<file path="src/rtl/ctrl_pkg.sv">
// ctrl_pkg: frame constants, FSM encoding, command type and frame helpers for the cmdt transmit path
package ctrl_pkg;
  localparam logic [7:0] FRAME_HDR = 8'hAA;
  localparam int FRAME_LEN = 6;
  typedef enum logic [2:0] {ST_IDLE, ST_LOAD, ST_START, ST_DATA, ST_PAR, ST_STOP, ST_GAP} state_t;
  typedef struct packed {
    logic [7:0] dev;
    logic [7:0] mod;
    logic [7:0] addr;
    logic [7:0] data;
  } cmd_t;
  function automatic logic [7:0] cmd_sum(cmd_t c);
    return c.dev + c.mod + c.addr + c.data;
  endfunction
  function automatic logic [7:0] frame_byte(cmd_t c, logic [7:0] sum, logic [2:0] idx);
    return idx == 3'd0 ? FRAME_HDR : idx == 3'd1 ? c.dev : idx == 3'd2 ? c.mod :
           idx == 3'd3 ? c.addr : idx == 3'd4 ? c.data : sum;
  endfunction
endpackage

</file>
<file path="src/rtl/cmdt_tx_ser_if.sv">
// cmdt_tx_ser_if: command strobe bundle toward the serializer, serial line and status back
interface cmdt_tx_ser_if;
  logic [7:0] cmdt_dev;
  logic [7:0] cmdt_mod;
  logic [7:0] cmdt_addr;
  logic [7:0] cmdt_data;
  logic cmdt_vld;
  logic tx_ctrl;
  logic tx_busy;
  logic tx_drop;
  modport master (output cmdt_dev, cmdt_mod, cmdt_addr, cmdt_data, cmdt_vld, input tx_ctrl, tx_busy, tx_drop);
  modport slave (input cmdt_dev, cmdt_mod, cmdt_addr, cmdt_data, cmdt_vld, output tx_ctrl, tx_busy, tx_drop);
endinterface

</file>
<file path="src/rtl/cmd_fifo.sv">
// cmd_fifo: single-clock show-ahead FIFO; a push on full is accepted when a pop frees the slot the same cycle
module cmd_fifo #(
  parameter int WIDTH = 32,
  parameter int AW = 2
) (
  input  logic clk_sys,
  input  logic rst,
  input  logic push,
  input  logic pop,
  input  logic [WIDTH-1:0] wr_data,
  output logic [WIDTH-1:0] rd_data,
  output logic full,
  output logic empty,
  output logic push_ok
);
  logic [WIDTH-1:0] mem_q [2**AW];
  logic [AW-1:0] wr_q, wr_d, rd_q, rd_d;
  logic [AW:0] cnt_q, cnt_d;
  logic pop_ok;
  always_comb begin
    empty = cnt_q == '0;
    full = cnt_q[AW];
    pop_ok = pop && !empty;
    push_ok = push && (!full || pop_ok);
    wr_d = wr_q + AW'(push_ok);
    rd_d = rd_q + AW'(pop_ok);
    cnt_d = cnt_q + (AW+1)'(push_ok) - (AW+1)'(pop_ok);
    rd_data = mem_q[rd_q];
  end
  always_ff @(posedge clk_sys) begin
    if (rst) begin
      wr_q <= '0;
      rd_q <= '0;
      cnt_q <= '0;
    end else begin
      wr_q <= wr_d;
      rd_q <= rd_d;
      cnt_q <= cnt_d;
    end
    if (push_ok) mem_q[wr_q] <= wr_data;
  end
endmodule

</file>
<file path="src/rtl/cmdt_tx_ser.sv">
// cmdt_tx_ser: queues commands and sends each as an AA,dev,mod,addr,data,sum UART frame on tx_ctrl.
// Define CMDT_PARITY_EN for 8E1 framing (even parity bit after the data bits); default is 8N1.
module cmdt_tx_ser import ctrl_pkg::*; #(
  parameter int BIT_US = 8,
  parameter int FIFO_AW = 2,
  parameter int GAP_BITS = 2
) (
  input logic clk_sys,
  input logic rst,
  input logic pluse_us,
  cmdt_tx_ser_if.slave bus
);
  localparam int UW = $clog2(BIT_US + 1);
  localparam int GW = $clog2(GAP_BITS + 1);
  state_t state_q, state_d;
  logic [UW-1:0] us_q, us_d;
  logic [GW-1:0] gap_q, gap_d;
  logic [2:0] bit_q, bit_d, idx_q, idx_d;
  logic [7:0] sh_q, sh_d, sum_q, sum_d;
  cmd_t cmd_q, cmd_d;
  logic tx_q, tx_d, busy_q, busy_d, drop_q, drop_d;
  logic bit_end, pop, full, empty, push_ok;
  logic [31:0] rd_data;
  assign pop = state_q == ST_LOAD;
  cmd_fifo #(.WIDTH(32), .AW(FIFO_AW)) u_fifo (
    .clk_sys(clk_sys), .rst(rst), .push(bus.cmdt_vld), .pop(pop),
    .wr_data({bus.cmdt_dev, bus.cmdt_mod, bus.cmdt_addr, bus.cmdt_data}),
    .rd_data(rd_data), .full(full), .empty(empty), .push_ok(push_ok)
  );
  always_comb begin
    state_d = state_q;
    us_d = us_q;
    gap_d = gap_q;
    bit_d = bit_q;
    idx_d = idx_q;
    sh_d = sh_q;
    sum_d = sum_q;
    cmd_d = cmd_q;
    tx_d = tx_q;
    bit_end = pluse_us && us_q == UW'(BIT_US - 1);
    if (state_q != ST_IDLE && state_q != ST_LOAD && pluse_us) us_d = bit_end ? '0 : us_q + 1'b1;
    case (state_q)
      ST_IDLE: state_d = empty ? ST_IDLE : ST_LOAD;
      ST_LOAD: begin
        cmd_d = cmd_t'(rd_data);
        sum_d = cmd_sum(cmd_t'(rd_data));
        idx_d = '0;
        sh_d = FRAME_HDR;
        us_d = '0;
        tx_d = 1'b0;
        state_d = ST_START;
      end
      ST_START: if (bit_end) begin
        tx_d = sh_q[0];
        sh_d = sh_q >> 1;
        bit_d = '0;
        state_d = ST_DATA;
      end
      ST_DATA: if (bit_end) begin
        if (bit_q == 3'd7) begin
`ifdef CMDT_PARITY_EN
          tx_d = ^frame_byte(cmd_q, sum_q, idx_q);
          state_d = ST_PAR;
`else
          tx_d = 1'b1;
          state_d = ST_STOP;
`endif
        end else begin
          tx_d = sh_q[0];
          sh_d = sh_q >> 1;
          bit_d = bit_q + 1'b1;
        end
      end
`ifdef CMDT_PARITY_EN
      ST_PAR: if (bit_end) begin
        tx_d = 1'b1;
        state_d = ST_STOP;
      end
`endif
      ST_STOP: if (bit_end) begin
        if (idx_q == 3'(FRAME_LEN - 1)) begin
          gap_d = '0;
          state_d = ST_GAP;
        end else begin
          idx_d = idx_q + 1'b1;
          sh_d = frame_byte(cmd_q, sum_q, idx_q + 3'd1);
          tx_d = 1'b0;
          state_d = ST_START;
        end
      end
      ST_GAP: if (bit_end) begin
        if (gap_q == GW'(GAP_BITS - 1)) state_d = ST_IDLE;
        else gap_d = gap_q + 1'b1;
      end
      default: state_d = ST_IDLE;
    endcase
    // push_ok covers the cycle a command lands in an empty FIFO while idle
    busy_d = state_d != ST_IDLE || !empty || push_ok;
    drop_d = bus.cmdt_vld && full && !pop;
  end
  always_ff @(posedge clk_sys) begin
    if (rst) begin
      state_q <= ST_IDLE;
      us_q <= '0;
      gap_q <= '0;
      bit_q <= '0;
      idx_q <= '0;
      sh_q <= '0;
      sum_q <= '0;
      cmd_q <= '0;
      tx_q <= 1'b1;
      busy_q <= 1'b0;
      drop_q <= 1'b0;
    end else begin
      state_q <= state_d;
      us_q <= us_d;
      gap_q <= gap_d;
      bit_q <= bit_d;
      idx_q <= idx_d;
      sh_q <= sh_d;
      sum_q <= sum_d;
      cmd_q <= cmd_d;
      tx_q <= tx_d;
      busy_q <= busy_d;
      drop_q <= drop_d;
    end
  end
  assign bus.tx_ctrl = tx_q;
  assign bus.tx_busy = busy_q;
  assign bus.tx_drop = drop_q;
endmodule
</file>
<file path="src/flat_wrapper.sv">
// flat-port wrapper written by rule: the top's interface ports become plain ports
module cmdt_tx_ser_flat import ctrl_pkg::*;
#(
  parameter int BIT_US = 8,
  parameter int FIFO_AW = 2,
  parameter int GAP_BITS = 2
)
  (clk_sys, rst, pluse_us, bus_cmdt_dev, bus_cmdt_mod, bus_cmdt_addr, bus_cmdt_data, bus_cmdt_vld, bus_tx_ctrl, bus_tx_busy, bus_tx_drop);
  cmdt_tx_ser_if bus_i ();
  input logic clk_sys;
  input logic rst;
  input logic pluse_us;
  input wire logic [$bits(bus_i.cmdt_dev)-1:0] bus_cmdt_dev;
  input wire logic [$bits(bus_i.cmdt_mod)-1:0] bus_cmdt_mod;
  input wire logic [$bits(bus_i.cmdt_addr)-1:0] bus_cmdt_addr;
  input wire logic [$bits(bus_i.cmdt_data)-1:0] bus_cmdt_data;
  input wire logic [$bits(bus_i.cmdt_vld)-1:0] bus_cmdt_vld;
  output wire logic [$bits(bus_i.tx_ctrl)-1:0] bus_tx_ctrl;
  output wire logic [$bits(bus_i.tx_busy)-1:0] bus_tx_busy;
  output wire logic [$bits(bus_i.tx_drop)-1:0] bus_tx_drop;
  assign bus_i.cmdt_dev = bus_cmdt_dev;
  assign bus_i.cmdt_mod = bus_cmdt_mod;
  assign bus_i.cmdt_addr = bus_cmdt_addr;
  assign bus_i.cmdt_data = bus_cmdt_data;
  assign bus_i.cmdt_vld = bus_cmdt_vld;
  assign bus_tx_ctrl = bus_i.tx_ctrl;
  assign bus_tx_busy = bus_i.tx_busy;
  assign bus_tx_drop = bus_i.tx_drop;
  cmdt_tx_ser #(.BIT_US(BIT_US), .FIFO_AW(FIFO_AW), .GAP_BITS(GAP_BITS)) u_core (.clk_sys(clk_sys), .rst(rst), .pluse_us(pluse_us), .bus(bus_i));
endmodule
</file>
<file path="config.mk">
export PLATFORM = sky130hd
export DESIGN_NAME = cmdt_tx_ser_flat
export DESIGN_NICKNAME = d
export VERILOG_FILES = /design/src/rtl/ctrl_pkg.sv /design/src/rtl/cmdt_tx_ser_if.sv /design/src/rtl/cmd_fifo.sv /design/src/rtl/cmdt_tx_ser.sv /design/src/flat_wrapper.sv
export SDC_FILE = /design/constraint.sdc
export NUM_CORES = 1
export LEC_CHECK = 0
export CORE_MARGIN = 10
export CORE_UTILIZATION = 39
export CTS_BUF_LIST = sky130_fd_sc_hd__clkbuf_2
export DETAILED_ROUTE_END_ITERATION = 8
export HOLD_SLACK_MARGIN = 0.12
export PLACE_DENSITY_LB_ADDON = 0.25
export RECOVER_POWER = 25
export SLEW_MARGIN = 20
export SYNTH_ARGS = -nofsm -noshare
export SYNTH_HDL_FRONTEND = slang
export SYNTH_SLANG_ARGS = --single-unit
</file>
<file path="constraint.sdc">
create_clock -name clk_sys -period 5.59 [get_ports clk_sys]
set_input_delay 1.677 -clock clk_sys [delete_from_list [all_inputs] [get_ports clk_sys]]
set_output_delay 1.677 -clock clk_sys [all_outputs]
set_load 0.05 [all_outputs]
</file>
==> results.toml <==
[final_layout]
multi_input_area_um2 = 3240
final_cell_mix = "edfxtp_1 (128), nand2_1 (101), clkbuf_2 (81)"
area_growth_pct = 12.7
ff_latch_area_um2 = 5310
design_area_um2 = 10000
final_common_cell = "edfxtp_1"
layout.nets = 853
num-fill-cells = 2048
final_layout_size_suffix_gt1_share_pct = 16.3

[drt]
vias = 5718
drt-total-wl_mm = 18.8
firstDrtPassIters = 5
vias_per_cell = 5.16
wire_per_inst_um = 17.0
drtIter0Drc = 306
drtAntennaViolNets = 0
route.detailed.drc = 0

[cts]
cts_tree = "yes"
clk_pin_slew_ns = 0.09
clk_latency_ns = 0.78
numCtsBuffers = 50
ctsHoldBuffers = 0
cts_setup_buffers = 0
cts_max_level = 2
cts_root_buf = "clkbuf_2"
numClockSinks = 201
cts_resized = 0
clockBufferDepth = 3

[timing]
worst_pin_slew_ns = 1.07
setup_violations = 0
slew_headroom_pct = 28.5
min_period_ns = 4.35
final_max_slew_viol_count = 0
grt_setup_unrepaired = "false"
finalHoldViolCount = 0
whs_ns = 0.462
fin_skew_ns = 0.0581
post-route-period-util_pct = 77.8
setup_tns_ns = 0
fmax_mhz = 230

[power]
p_clk_share_pct = 21.4
p_seq_share_pct = 41.9
internal_power_mw = 3.00
ir_drop_mv = 0.209
power.density_nw_per_um2 = 466
power_mw = 4.67
switching_power_mw = 1.67
combPwrFrac_pct = 36.7
switching_share_pct = 35.8
power.leakage_nw = 3.60

[flow_run]
drv_cap = 0

[yosys]
yosysTopAreaCell = "edfxtp_1"
synth_edf_count = 128
postSynthAreaPerCell_um2 = 12.3
synthTopCellsByArea = "edfxtp_1 (43%), dfxtp_1 (16%), mux4_2 (7.9%)"
syn-num-nets = 795
synth.distinct_cells = 46
postSynth.asyncResetShare_pct = 0
yosysWarnings = 0
synth_top_cell_area_share_pct = 43.3
netlist_area_um2 = 8870
synth_ff_type = "edfxtp_1"
ys_seq_elements = 201
yosysSeqAreaShare_pct = 59.8
netlist_instances = 724

[setup_path]
max_stage_delay_ns = 0.77
worstPathArrival_ns = 4.98
worstPathCellList = "mux4_2 -> inv_1 -> fa_1 -> fa_1 -> inv_1 -> ha_1 -> fa_1 -> a211oi_1 -> o21bai_1 -> a21oi_1 -> xnor3_1 -> nand2_1 -> a21oi_2"
required_ns = 6.22
crit_type = "register to register"
startpoint_type = "register"
cp-end-kind = "register"
cp_max_fo = 17
cp_slowest_cell = "dfxtp_2"
crit_path_frequent_cell = "fa_1"

[grt]
grt_max_degree = 57
grt_pass1_vias = 6108
gr-usage-all-layers_pct = 13.3
grt_first_pass_wirelength_mm = 31.2
gr-total-overflow = 0
antenna_found_initial = 1

[place]
portBuffers = 38
place_area_um2 = 9520
gp_congestion = 0.795
post-dp-hpwl_mm = 12.0

[floorplanning]
core-area_um2 = 22500
die_h_um = 171
ioPinCount = 39
initial_core_util_pct = 39.4
rows = 55
die_width_um = 171
dieArea_um2 = 29200

[outcome]
outcome = "finished, final reports clean"

[hold_path]
hold_class = "register to register"
synth_stat cells (all sizes together), types with 7 or more instances:
| cell type | number |
|---|---|
| edfxtp | 128 |
| nand2 | 101 |
| dfxtp | 73 |
| a21oi | 66 |
| nor2 | 57 |
| inv | 44 |
| clkbuf | 33 |
| mux4 | 32 |
| o21ai | 26 |
| ha | 20 |
| fa | 15 |
| nand3 | 10 |
| nor3 | 10 |
| buf | 9 |
| nor2b | 9 |
| xnor2 | 9 |
| a31oi | 8 |
| and3 | 8 |
| mux2i | 7 |
| o311ai | 7 |
| xor2 | 7 |
routing by layer:
metal	share of wire, %	vias up	global-route usage, %
met5	0	-	0
met4	2.6	0	5.71
met3	4.7	45	3.16
met2	51	138	23.1
met1	42	2776	15.4
li1	-	2759	-
cells by family after synthesis:
family / share of synthesized area (%)
xor gates and xnor gates: 1.92
muxes: 8.95
and+or+nand+nor: 10.5
AOI/OAI and AO/OA: 8.73
buffers and inverters: 3.86
DFF: 59.8
adders and majority gates: 6.20
final timing paths:
path	slack, ns	cells after the start	to	start
min	0.46	2	u_core.cmd_q[27]	u_core.cmd_q[27]
max	1.24	13	u_core.sum_q[7]	u_core.u_fifo.rd_q[0]
max reg2reg	1.24	13	u_core.sum_q[7]	u_core.u_fifo.rd_q[0]
min reg2reg	0.46	2	u_core.cmd_q[27]	u_core.cmd_q[27]
state kept, by name (all words and copies together) (netlist names):
register / count
u_core.cmd_q: 32
u_core.sh_q: 8
u_core.sum_q: 8
u_core.idx_q: 3
u_core.bus.tx_ctrl: 1
u_core.u_fifo.mem_q: 128
u_core.bit_q: 3
u_core.bus.tx_busy: 1
u_core.u_fifo.rd_q: 2
u_core.gap_q: 2
u_core.u_fifo.cnt_q: 3
u_core.u_fifo.wr_q: 2
u_core.us_q: 4
u_core.state_q: 3
u_core.bus.tx_drop: 1
through the flow:
step                utilization, %  setup slack, ns  std cells
floorplan                        -             1.18        724
global placement              42.3             1.27       1015
detailed placement            42.3             1.15       1015
CTS                           44.4             1.18       1108
global route                  44.5            0.878       1109
finish                        44.5             1.24       1109
power by group through the flow:
stage	combinational, mW	clock (mW)	sequential [mW]
6_report	1.71	0.996	1.96
5_1_grt	1.98	1.13	1.99
4_1_cts	1.75	1.05	1.96
3_5_place_dp	1.74	0	1.99
3_3_place_gp	1.70	0	1.98
2_1_floorplan	1.36	0	1.94
final cells by class:
type / instances / share of cell area [%]
sequential: 201 / 53.0
antenna: 1 / 0.0250
inverter: 44 / 1.65
clock buffer: 81 / 4.05
clock inverter: 12 / 0.763
timing repair buffer: 48 / 4.53
multi-input combinational: 437 / 32.4
tap: 285 / 3.56
worst max-delay path, delay by kind of cell, from the launching register on:
kind / cells / cell delay (ns)
compound gates: 4 / 0.65
xor+xnor: 1 / 0.33
fa+ha+maj: 4 / 1.63
buf+inv: 2 / 0.14
flops: 1 / 0.77
mux: 1 / 0.60
simple gates: 1 / 0.09
(Power assumes the default switching activity.)
